===== src/rtl/mem_port_arbiter_if.sv =====
// Bundle of the fetch port, data port and single-port memory signals that
// connect to mem_port_arbiter.
//   slave  : arbiter side (takes requests, drives completions and memory)
//   master : requester / memory side (drives requests, takes completions)
// Fetch : f_req, f_addr -> f_valid, f_rdata, f_err
// Data  : d_req, d_we, d_addr, d_wdata -> d_valid, d_rdata, d_err
// Memory: mem_en, mem_we, mem_addr, mem_wdata -> mem_rdata (one cycle later)
interface mem_port_arbiter_if #(
    parameter int unsigned DATA_W = 64,
    parameter int unsigned ADDR_W = 64
);
    logic              f_req;
    logic [ADDR_W-1:0] f_addr;
    logic              f_valid;
    logic [DATA_W-1:0] f_rdata;
    logic              f_err;

    logic              d_req;
    logic              d_we;
    logic [ADDR_W-1:0] d_addr;
    logic [DATA_W-1:0] d_wdata;
    logic              d_valid;
    logic [DATA_W-1:0] d_rdata;
    logic              d_err;

    logic              mem_en;
    logic              mem_we;
    logic [ADDR_W-1:0] mem_addr;
    logic [DATA_W-1:0] mem_wdata;
    logic [DATA_W-1:0] mem_rdata;

    modport slave (
        input  f_req, f_addr,
        output f_valid, f_rdata, f_err,
        input  d_req, d_we, d_addr, d_wdata,
        output d_valid, d_rdata, d_err,
        output mem_en, mem_we, mem_addr, mem_wdata,
        input  mem_rdata
    );

    modport master (
        output f_req, f_addr,
        input  f_valid, f_rdata, f_err,
        output d_req, d_we, d_addr, d_wdata,
        input  d_valid, d_rdata, d_err,
        input  mem_en, mem_we, mem_addr, mem_wdata,
        output mem_rdata
    );
endinterface


===== src/rtl/mem_port_arbiter.sv =====
// Shares one single-port data memory between the fetch unit (read-only) and
// the memory stage (read/write). One outstanding request per port, round-robin
// on contention, one memory access cycle per grant, out-of-range addresses
// complete with an error flag and never touch the memory.
// Ports:
//   clk, rst_n : clock, asynchronous active-low reset
//   bus        : mem_port_arbiter_if.slave (fetch port, data port, memory)
module mem_port_arbiter #(
    parameter int unsigned DATA_W    = 64,
    parameter int unsigned ADDR_W    = 64,
    parameter int unsigned MEM_LIMIT = 1024
) (
    input  logic                  clk,
    input  logic                  rst_n,
    mem_port_arbiter_if.slave     bus
);

    typedef enum logic [1:0] {
        IDLE   = 2'd0,
        ACCESS = 2'd1,
        WAIT   = 2'd2
    } state_t;

    state_t              state_q;
    logic                rr_q;          // 0: data wins a tie, 1: fetch wins
    logic                owner_d_q;     // 1: data port owns the access
    logic                we_q;
    logic                err_q;

    logic                mem_en_q;
    logic                mem_we_q;
    logic [ADDR_W-1:0]   mem_addr_q;
    logic [DATA_W-1:0]   mem_wdata_q;

    logic                f_valid_q;
    logic [DATA_W-1:0]   f_rdata_q;
    logic                f_err_q;
    logic                d_valid_q;
    logic [DATA_W-1:0]   d_rdata_q;
    logic                d_err_q;

    logic                f_elig_c;
    logic                d_elig_c;
    logic                grant_d_c;
    logic                grant_f_c;
    logic [ADDR_W-1:0]   sel_addr_c;
    logic [DATA_W-1:0]   sel_wdata_c;
    logic                sel_we_c;
    logic                sel_err_c;
    logic [DATA_W-1:0]   rdata_next_c;

    // Request selection; a port is ignored while its own completion is
    // showing so a still-held request is not accepted twice.
    always_comb begin
        f_elig_c     = bus.f_req && !f_valid_q;
        d_elig_c     = bus.d_req && !d_valid_q;
        grant_d_c    = d_elig_c && (!f_elig_c || !rr_q);
        grant_f_c    = f_elig_c && !grant_d_c;
        sel_addr_c   = grant_d_c ? bus.d_addr : bus.f_addr;
        sel_wdata_c  = grant_d_c ? bus.d_wdata : '0;
        sel_we_c     = grant_d_c && bus.d_we;
        sel_err_c    = (sel_addr_c >= ADDR_W'(MEM_LIMIT));
        rdata_next_c = (we_q || err_q) ? '0 : bus.mem_rdata;
    end

    // Sequencer: IDLE grants and launches the access, ACCESS is the memory
    // cycle, WAIT returns the result to the owner.
    always_ff @(posedge clk or negedge rst_n) begin
        if (!rst_n) begin
            state_q     <= IDLE;
            rr_q        <= 1'b0;
            owner_d_q   <= 1'b0;
            we_q        <= 1'b0;
            err_q       <= 1'b0;
            mem_en_q    <= 1'b0;
            mem_we_q    <= 1'b0;
            mem_addr_q  <= '0;
            mem_wdata_q <= '0;
            f_valid_q   <= 1'b0;
            f_rdata_q   <= '0;
            f_err_q     <= 1'b0;
            d_valid_q   <= 1'b0;
            d_rdata_q   <= '0;
            d_err_q     <= 1'b0;
        end else begin
            f_valid_q <= 1'b0;
            f_err_q   <= 1'b0;
            d_valid_q <= 1'b0;
            d_err_q   <= 1'b0;

            case (state_q)
                IDLE: begin
                    if (grant_d_c || grant_f_c) begin
                        state_q   <= ACCESS;
                        owner_d_q <= grant_d_c;
                        we_q      <= sel_we_c;
                        err_q     <= sel_err_c;
                        rr_q      <= grant_d_c;
                        // Memory bus stays all-zero for an illegal address.
                        mem_en_q    <= !sel_err_c;
                        mem_we_q    <= !sel_err_c && sel_we_c;
                        mem_addr_q  <= sel_err_c ? '0 : sel_addr_c;
                        mem_wdata_q <= sel_err_c ? '0 : sel_wdata_c;
                    end
                end

                ACCESS: begin
                    state_q     <= WAIT;
                    mem_en_q    <= 1'b0;
                    mem_we_q    <= 1'b0;
                    mem_addr_q  <= '0;
                    mem_wdata_q <= '0;
                end

                WAIT: begin
                    state_q <= IDLE;
                    if (owner_d_q) begin
                        d_valid_q <= 1'b1;
                        d_err_q   <= err_q;
                        d_rdata_q <= rdata_next_c;
                    end else begin
                        f_valid_q <= 1'b1;
                        f_err_q   <= err_q;
                        f_rdata_q <= rdata_next_c;
                    end
                end

                default: begin
                    state_q <= IDLE;
                end
            endcase
        end
    end

    assign bus.f_valid   = f_valid_q;
    assign bus.f_rdata   = f_rdata_q;
    assign bus.f_err     = f_err_q;
    assign bus.d_valid   = d_valid_q;
    assign bus.d_rdata   = d_rdata_q;
    assign bus.d_err     = d_err_q;
    assign bus.mem_en    = mem_en_q;
    assign bus.mem_we    = mem_we_q;
    assign bus.mem_addr  = mem_addr_q;
    assign bus.mem_wdata = mem_wdata_q;

endmodule


===== src/flat_wrapper.sv =====
// flat-port wrapper written by rule: the top's interface ports become plain ports
module mem_port_arbiter_flat 
#(
    parameter int unsigned DATA_W    = 64,
    parameter int unsigned ADDR_W    = 64,
    parameter int unsigned MEM_LIMIT = 1024
)
  (clk, rst_n, bus_f_req, bus_f_addr, bus_f_valid, bus_f_rdata, bus_f_err, bus_d_req, bus_d_we, bus_d_addr, bus_d_wdata, bus_d_valid, bus_d_rdata, bus_d_err, bus_mem_en, bus_mem_we, bus_mem_addr, bus_mem_wdata, bus_mem_rdata);
  mem_port_arbiter_if #(.DATA_W(DATA_W), .ADDR_W(ADDR_W)) bus_i ();
  input  logic clk;
  input  logic rst_n;
  input wire logic [$bits(bus_i.f_req)-1:0] bus_f_req;
  input wire logic [$bits(bus_i.f_addr)-1:0] bus_f_addr;
  output wire logic [$bits(bus_i.f_valid)-1:0] bus_f_valid;
  output wire logic [$bits(bus_i.f_rdata)-1:0] bus_f_rdata;
  output wire logic [$bits(bus_i.f_err)-1:0] bus_f_err;
  input wire logic [$bits(bus_i.d_req)-1:0] bus_d_req;
  input wire logic [$bits(bus_i.d_we)-1:0] bus_d_we;
  input wire logic [$bits(bus_i.d_addr)-1:0] bus_d_addr;
  input wire logic [$bits(bus_i.d_wdata)-1:0] bus_d_wdata;
  output wire logic [$bits(bus_i.d_valid)-1:0] bus_d_valid;
  output wire logic [$bits(bus_i.d_rdata)-1:0] bus_d_rdata;
  output wire logic [$bits(bus_i.d_err)-1:0] bus_d_err;
  output wire logic [$bits(bus_i.mem_en)-1:0] bus_mem_en;
  output wire logic [$bits(bus_i.mem_we)-1:0] bus_mem_we;
  output wire logic [$bits(bus_i.mem_addr)-1:0] bus_mem_addr;
  output wire logic [$bits(bus_i.mem_wdata)-1:0] bus_mem_wdata;
  input wire logic [$bits(bus_i.mem_rdata)-1:0] bus_mem_rdata;
  assign bus_i.f_req = bus_f_req;
  assign bus_i.f_addr = bus_f_addr;
  assign bus_f_valid = bus_i.f_valid;
  assign bus_f_rdata = bus_i.f_rdata;
  assign bus_f_err = bus_i.f_err;
  assign bus_i.d_req = bus_d_req;
  assign bus_i.d_we = bus_d_we;
  assign bus_i.d_addr = bus_d_addr;
  assign bus_i.d_wdata = bus_d_wdata;
  assign bus_d_valid = bus_i.d_valid;
  assign bus_d_rdata = bus_i.d_rdata;
  assign bus_d_err = bus_i.d_err;
  assign bus_mem_en = bus_i.mem_en;
  assign bus_mem_we = bus_i.mem_we;
  assign bus_mem_addr = bus_i.mem_addr;
  assign bus_mem_wdata = bus_i.mem_wdata;
  assign bus_i.mem_rdata = bus_mem_rdata;
  mem_port_arbiter #(.DATA_W(DATA_W), .ADDR_W(ADDR_W), .MEM_LIMIT(MEM_LIMIT)) u_core (.clk(clk), .rst_n(rst_n), .bus(bus_i));
endmodule

===== config.mk =====
export PLATFORM = sky130hd
export DESIGN_NAME = mem_port_arbiter_flat
export DESIGN_NICKNAME = d
export VERILOG_FILES = /design/src/rtl/mem_port_arbiter_if.sv /design/src/rtl/mem_port_arbiter.sv /design/src/flat_wrapper.sv
export SDC_FILE = /design/constraint.sdc
export NUM_CORES = 1
export LEC_CHECK = 0
export CAP_MARGIN = 10
export CORE_AREA = 2 2 203 205
export DETAILED_ROUTE_END_ITERATION = 10
export DIE_AREA = 0 0 205 207
export GPL_TIMING_DRIVEN = 0
export SETUP_SLACK_MARGIN = 0.3
export SYNTH_ARGS = -nofsm -noshare
export SYNTH_HDL_FRONTEND = slang
export SYNTH_SLANG_ARGS = --single-unit

===== constraint.sdc =====
create_clock -name clk -period 2.2 [get_ports clk]
set_input_delay 0.44 -clock clk [delete_from_list [all_inputs] [get_ports clk]]
set_output_delay 0.44 -clock clk [all_outputs]
set_load 0.1 [all_outputs]

; ---- Yosys cells after proc, flatten, opt, wreduce, memory -nomap -nowiden
; Index checks and enable logic that the tools add are counted.
[classes]
mul = 0
mux = 23
bitwise = 1
reduce_logical = 21
div = 0
n_eq_ne = 3
magnitude_cmp = 1
add_sub_neg = 0
n_shift = 0
[ops]
columns = op, n
row1 = 64-bit 2-to-1 mux, 7
row2 = 64-bit one-hot mux with 2 select lines, 2
row3 = "64-bit by 11-bit >= comparator with 1-bit output, second input constant", 1
row4 = 1-bit 2-to-1 mux, 10
row5 = 2-bit AND reduction, 4
row6 = 1-bit logical AND, 6
row7 = 1-bit logical NOT, 6
row8 = 1-bit one-hot mux with 2 select lines, 2
row9 = 2-bit one-hot mux with 2 select lines, 1
row10 = 1-bit logical OR, 3
row11 = "2-bit by 1-bit equality test with 1-bit output, second input constant", 1
row12 = "2-bit equality test, second input constant", 1
row13 = 2-bit logical NOT, 1
row14 = 2-bit 2-to-1 mux, 1
row15 = "2-bit by 1-bit inequality test with 1-bit output, second input constant", 1
row16 = 2-bit nonzero test, 1
row17 = 1-bit inverter, 1
[totals]
n_memories = 0
latch_bits = 0
mem_bits_ro = 0
word_cells = 63
ram_bits = 0
reg_bits = 267
out_inout_bits = 262
input_bits = 261

; ---- Logic depth before layout (Yosys ltp)
[logic_depth]
word_depth = 11
ltp_mapped = 8

; ---- Worst setup path after synthesis
; No wires, ideal clock.
[synth_timing]
kind = flip-flop to flip-flop
from = register u_core.f_valid_q, in the netlist u_core.bus.f_valid
to = register u_core.mem_addr_q[1], in the netlist u_core.bus.mem_addr[1]
stages_incl_launch_ff = 7
arrival_ns = 2.030
n_path_buf = 1
period_less_slack_ns = 2.159
slack_ns = 0.041
setup_ns = 0.129
path_cell_list = dfrtp_1 nor2b_1 a21bo_2 and4b_1 o221ai_1 buf_2 o21ai_0
[synth_via]
elab_chain_len = 10
elab_cells_between_ends = 15
classes_between = order compare: 1 / eq/ne: 1 / mux: 4 / reduce/logical: 9
[synth_lines]
columns = element, line
row1 = start: declaration, mem_port_arbiter.sv:35  ; logic f_valid_q;
row2 = start signal: assignment, mem_port_arbiter.sv:79  ; f_valid_q <= 1'b0;
row3 = start signal: assignment, mem_port_arbiter.sv:86  ; f_valid_q <= 1'b0;
row4 = start signal: assignment, mem_port_arbiter.sv:122  ; f_valid_q <= 1'b1;
row5 = 1-bit logical NOT *, mem_port_arbiter.sv:55  ; f_elig_c = bus.f_req && !f_valid_q;
row6 = 1-bit logical AND *, mem_port_arbiter.sv:55
row7 = 1-bit logical NOT, mem_port_arbiter.sv:57  ; grant_d_c = d_elig_c && (!f_elig_c || !rr_q);
row8 = 1-bit logical OR, mem_port_arbiter.sv:57
row9 = 1-bit logical AND, mem_port_arbiter.sv:57
row10 = 64-bit 2-to-1 mux or 1-bit logical NOT (tied branches), "mem_port_arbiter.sv:59, mem_port_arbiter.sv:58"
row11 = 64-bit by 11-bit >= comparator with 1-bit output or 1-bit logical AND (tied branches), "mem_port_arbiter.sv:62, mem_port_arbiter.sv:58"
row12 = 64-bit 2-to-1 mux or 1-bit logical OR (tied branches), "mem_port_arbiter.sv:102, mem_port_arbiter.sv:93"
row13 = 64-bit 2-to-1 mux or 2-bit by 1-bit inequality test with 1-bit output (tied branches), --
row14 = 64-bit one-hot mux with 2 select lines or 2-bit AND reduction (tied branches), --
row15 = end signal: assignment, mem_port_arbiter.sv:102  ; mem_addr_q <= sel_err_c ? '0 : sel_addr_c;
row16 = end: declaration, mem_port_arbiter.sv:32  ; logic [ADDR_W-1:0] mem_addr_q;
; Mark *: on every way between the ends. The rest lies on a longest branch, timed or not. The select of a mux whose other input is x is not followed.
; A chain may end at the register's enable or synchronous reset.

; ---- Final worst setup path
[layout_timing]
from = register u_core.d_valid_q, in the netlist u_core.bus.d_valid
to = register u_core.mem_wdata_q[45], in the netlist u_core.bus.mem_wdata[45]
[layout_via]
elab_chain_len = 8
elab_cells_between_ends = 14
classes_between = order compare: 1 / eq/ne: 1 / mux: 5 / reduce/logical: 7
[layout_lines]
columns = element, line
row1 = start: declaration, mem_port_arbiter.sv:38  ; logic d_valid_q;
row2 = start signal: assignment, mem_port_arbiter.sv:82  ; d_valid_q <= 1'b0;
row3 = start signal: assignment, mem_port_arbiter.sv:88  ; d_valid_q <= 1'b0;
row4 = start signal: assignment, mem_port_arbiter.sv:118  ; d_valid_q <= 1'b1;
row5 = 1-bit logical NOT *, mem_port_arbiter.sv:56  ; d_elig_c = bus.d_req && !d_valid_q;
row6 = 1-bit logical AND *, mem_port_arbiter.sv:56
row7 = 1-bit logical AND *, mem_port_arbiter.sv:57
row8 = 64-bit 2-to-1 mux or 1-bit logical NOT (tied branches), "mem_port_arbiter.sv:59, mem_port_arbiter.sv:58"
row9 = 64-bit by 11-bit >= comparator with 1-bit output or 1-bit logical AND (tied branches), "mem_port_arbiter.sv:62, mem_port_arbiter.sv:58"
row10 = 64-bit 2-to-1 mux or 1-bit logical OR (tied branches), "mem_port_arbiter.sv:103, mem_port_arbiter.sv:93"
row11 = 64-bit 2-to-1 mux or 2-bit by 1-bit inequality test with 1-bit output (tied branches), --
row12 = 64-bit one-hot mux with 2 select lines or 2-bit AND reduction (tied branches), --
row13 = end signal: assignment, mem_port_arbiter.sv:103  ; mem_wdata_q <= sel_err_c ? '0 : sel_wdata_c;
row14 = end: declaration, mem_port_arbiter.sv:33  ; logic [DATA_W-1:0] mem_wdata_q;
; Marks and branches as above.

==> results_dict.tcl <==
set metrics [dict create \
    status "finished clean" \
    hold_ws_ns 0.395 \
    rsz0062_at_grt "yes" \
    io-pin-count 523 \
    required_ns 2.66 \
    synth_top_family_by_area "simple AND/OR/NAND/NOR gates" \
    grt_first_pass_wirelength_microns 58500 \
    placed_cells 1913 \
    yosys.area_share.simple 0.145 \
    rows 74 \
    syn_inst 857 \
    hp-class "input port to asynchronous set/reset pin" \
    power.density_nw_per_um2 1200 \
    syn_nets 1118 \
    cts-root-buf "clkbuf_16" \
    drive_gt1_frac 0.276 \
    drc_errors 0 \
    design_area_sq_um 16100 \
    numCtsBuffers 34 \
    final_antenna_net_count 0 \
    crit_path_end_kind "flop" \
    worstPathMaxFanout 6 \
    gr-total-overflow 0 \
    nFillCells 4081 \
    wl_per_cell_microns 20.0 \
    synth_compound_area_frac 0.134 \
    via_per_inst 4.48 \
    crit_type "flop to flop" \
    period_minus_slack_ns 1.95 \
    syn2layout_area_growth_pct 64.4 \
    hpwl_microns 29300 \
    die_width_microns 205 \
    netlist_area_sq_um 9810 \
    via_count 8911 \
    ir_drop_mv 0.719 \
    synth_xor_area_frac 0 \
    place_congestion 0.968 \
    fmax_mhz 512 \
    place_area_sq_um 15800 \
    grt_max_degree 118 \
    cts_max_path_buffers 3 \
    layout.nets 1694 \
    worst_pin_slew_ns 0.656 \
    muxShareOfSynthArea 0.0102 \
    finalWirelength_microns 39700 \
    synth_fa_ha_area_frac 0 \
    cts_tree "built" \
    synth-seq-cells 267 \
    start_util 0.243 \
    period_share 0.888 \
    portBuffers 522 \
    die-height_microns 207 \
    syn-mean-instance-area_sq_um 11.4 \
    clk_pin_slew_ns 0.06 \
    drt_iter0_drc 335 \
    instances_no_fill 1987 \
    coreArea_sq_um 40400 \
    hold_viol_final 0 \
    synth_cell_types 29 \
    drtPass1Iterations 4 \
    r2r_slack_ns 0.25 \
    slew_headroom 0.563 \
    place_ws_ns -0.895 \
    multi_input_area_sq_um 2960 \
    max_cap_viol_count 0 \
    drv_slew 0 \
    setup_ws_ns 0.247 \
    clk_latency_ns 0.53 \
    finalSetupViolCount 0 \
    htreeDepth 2 \
    skew_ns 0.0165 \
    dieArea_sq_um 42400 \
    ys.warnings.count 0 \
    seq_area_frac_synth 0.681 \
    clock_sinks 267 \
    grtUsageTotal 0.182 \
    cp-start-kind "flop" \
    cp.arrival_ns 2.41 \
    grt_pass1_vias 9307 \
    layout.area.seq_sq_um 6680 \
    antenna_found_initial 2 \
    p_leak_nw 7.96 \
]
[synthesized netlist by cell type]
| library cell | n | area (sq um) |
|---|---|---|
| clkbuf_1 | 40 | 150 |
| a21bo_2 | 1 | 10.0 |
| o221ai_1 | 1 | 8.76 |
| or3b_2 | 1 | 8.76 |
| and2_1 | 54 | 338 |
| buf_2 | 11 | 55.1 |
| and3_1 | 1 | 6.26 |
| dfrtp_1 | 267 | 6680 |
| a21o_1 | 1 | 7.51 |
| nand3b_1 | 1 | 7.51 |
| nor2b_4 | 1 | 13.8 |
| o21ai_2 | 1 | 8.76 |
| and4b_1 | 1 | 10.0 |
| nor2_1 | 8 | 30.0 |
| nor4_1 | 26 | 163 |
| o21ai_0 | 131 | 656 |
| nor3_2 | 1 | 10.0 |
| nor3b_1 | 1 | 7.51 |
| buf_6 | 6 | 67.6 |
| nor2_2 | 1 | 6.26 |
| nor3_1 | 1 | 5.00 |
| a21boi_0 | 1 | 7.51 |
| inv_1 | 4 | 15.0 |
| nand2_1 | 205 | 769 |
| a22o_1 | 66 | 578 |
| nand4_1 | 6 | 37.5 |
| o21ai_1 | 7 | 35.0 |
| mux2i_1 | 10 | 100 |
| nor2b_1 | 2 | 12.5 |
[metal layers]
| layer | global-route usage | vias to the layer above | wire, microns |
|---|---|---|---|
| li1 | - | 4093 | - |
| met1 | 0.238 | 4393 | 16600 |
| met2 | 0.290 | 349 | 19000 |
| met3 | 0.0507 | 74 | 2910 |
| met4 | 0.0645 | 2 | 1210 |
| met5 | 0 | - | 8 |
[through the flow]
step                setup TNS (ns)  power, W   util
floorplan                        0    0.0115      -
global placement          -3004.97    0.0142  0.389
detailed placement          -72.21    0.0143  0.390
CTS                              0    0.0196  0.405
global route                     0    0.0202  0.399
finish                           0    0.0194  0.399
[flip-flops by register name (all words and copies together), names as in the netlist, 2 cells and up]
register	cells
u_core.bus.f_rdata	64
u_core.state_q	2
u_core.bus.d_rdata	64
u_core.bus.mem_wdata	64
u_core.bus.mem_addr	64
[what timing repair did]
item,4_1_cts,5_1_grt
pin swaps,1,15
hold buffers,1,0
gates resized for setup,1040,272
endpoints found under the hold margin,34,0
setup buffers,2,5
cloned,0,8
endpoints found under the setup margin,516,382
[report_power, final]
part	switching [W]	leakage (nW)	internal [W]
Clock	0.00218	0.549	0.00348
Sequential	0.000344	3.69	0.00553
Combinational	0.00649	3.73	0.00137
[cell type report]
type | count | share of cell area
diodes | 1 | 0.000155
plain buffers | 57 | 0.0233
clock buffers | 47 | 0.0635
clock inverters | 10 | 0.00706
inverters | 4 | 0.000931
multi-input cells | 529 | 0.183
flip-flops and latches | 267 | 0.415
well taps | 532 | 0.0413
repair buffers | 540 | 0.266
[cells by family (layout without fill, tap and decap cells)]
| kind of cell | Yosys count | count (layout) |
|---|---|---|
| DFF | 267 | 267 |
| other | 0 | 1 |
| AOI/OAI and AO/OA | 209 | 209 |
| buffers and inverters | 61 | 658 |
| and+or+nand+nor | 310 | 310 |
| muxes | 10 | 10 |
[critical path: stages (launching register included)]
cell and delay, ns:
dfrtp_2 0.42, nor2b_4 0.17, a21bo_4 0.31, nor3_4 0.23, and3_4 0.30, buf_12 0.16
clkbuf_16 0.15, a22o_1 0.12
[worst paths after layout]
| check | startpoint | endpoint | cells past startpoint |
|---|---|---|---|
| setup / recovery | u_core.bus.d_valid | u_core.bus.mem_wdata[45] | 7 |
| hold / removal | rst_n | u_core.bus.mem_addr[33] | 2 |
| setup reg to reg | u_core.bus.d_valid | u_core.bus.mem_wdata[45] | 7 |
| hold reg to reg | u_core.bus.d_rdata[26] | u_core.bus.d_rdata[26] | 2 |
| max in group asynchronous | rst_n | u_core.bus.d_valid | 3 |
| min in group clk | u_core.bus.d_rdata[26] | u_core.bus.d_rdata[26] | 2 |
[placed cells by master, fill, tap and decap left out, types with 3 or more instances in the layout]
cell / Yosys / routed
dfrtp_1: 267 / 265
clkdlybuf4s50_1: 0 / 257
buf_2: 11 / 211
nand2_1: 205 / 205
o21ai_0: 131 / 130
clkbuf_2: 0 / 78
a22o_1: 66 / 66
and2_1: 54 / 54
clkbuf_16: 0 / 44
nor4_1: 26 / 21
clkbuf_1: 40 / 15
mux2i_1: 10 / 10
clkdlybuf4s18_2: 0 / 8
buf_6: 6 / 7
o21ai_1: 7 / 7
nor2_1: 8 / 6
nand4_1: 6 / 6
clkbuf_8: 0 / 6
inv_1: 4 / 4
nor4_2: 0 / 4
buf_12: 0 / 4
buf_8: 0 / 4
clkinvlp_4: 0 / 4
buf_4: 0 / 3
clkinv_2: 0 / 3
No activity file was read; power rests on OpenSTA's default activity.
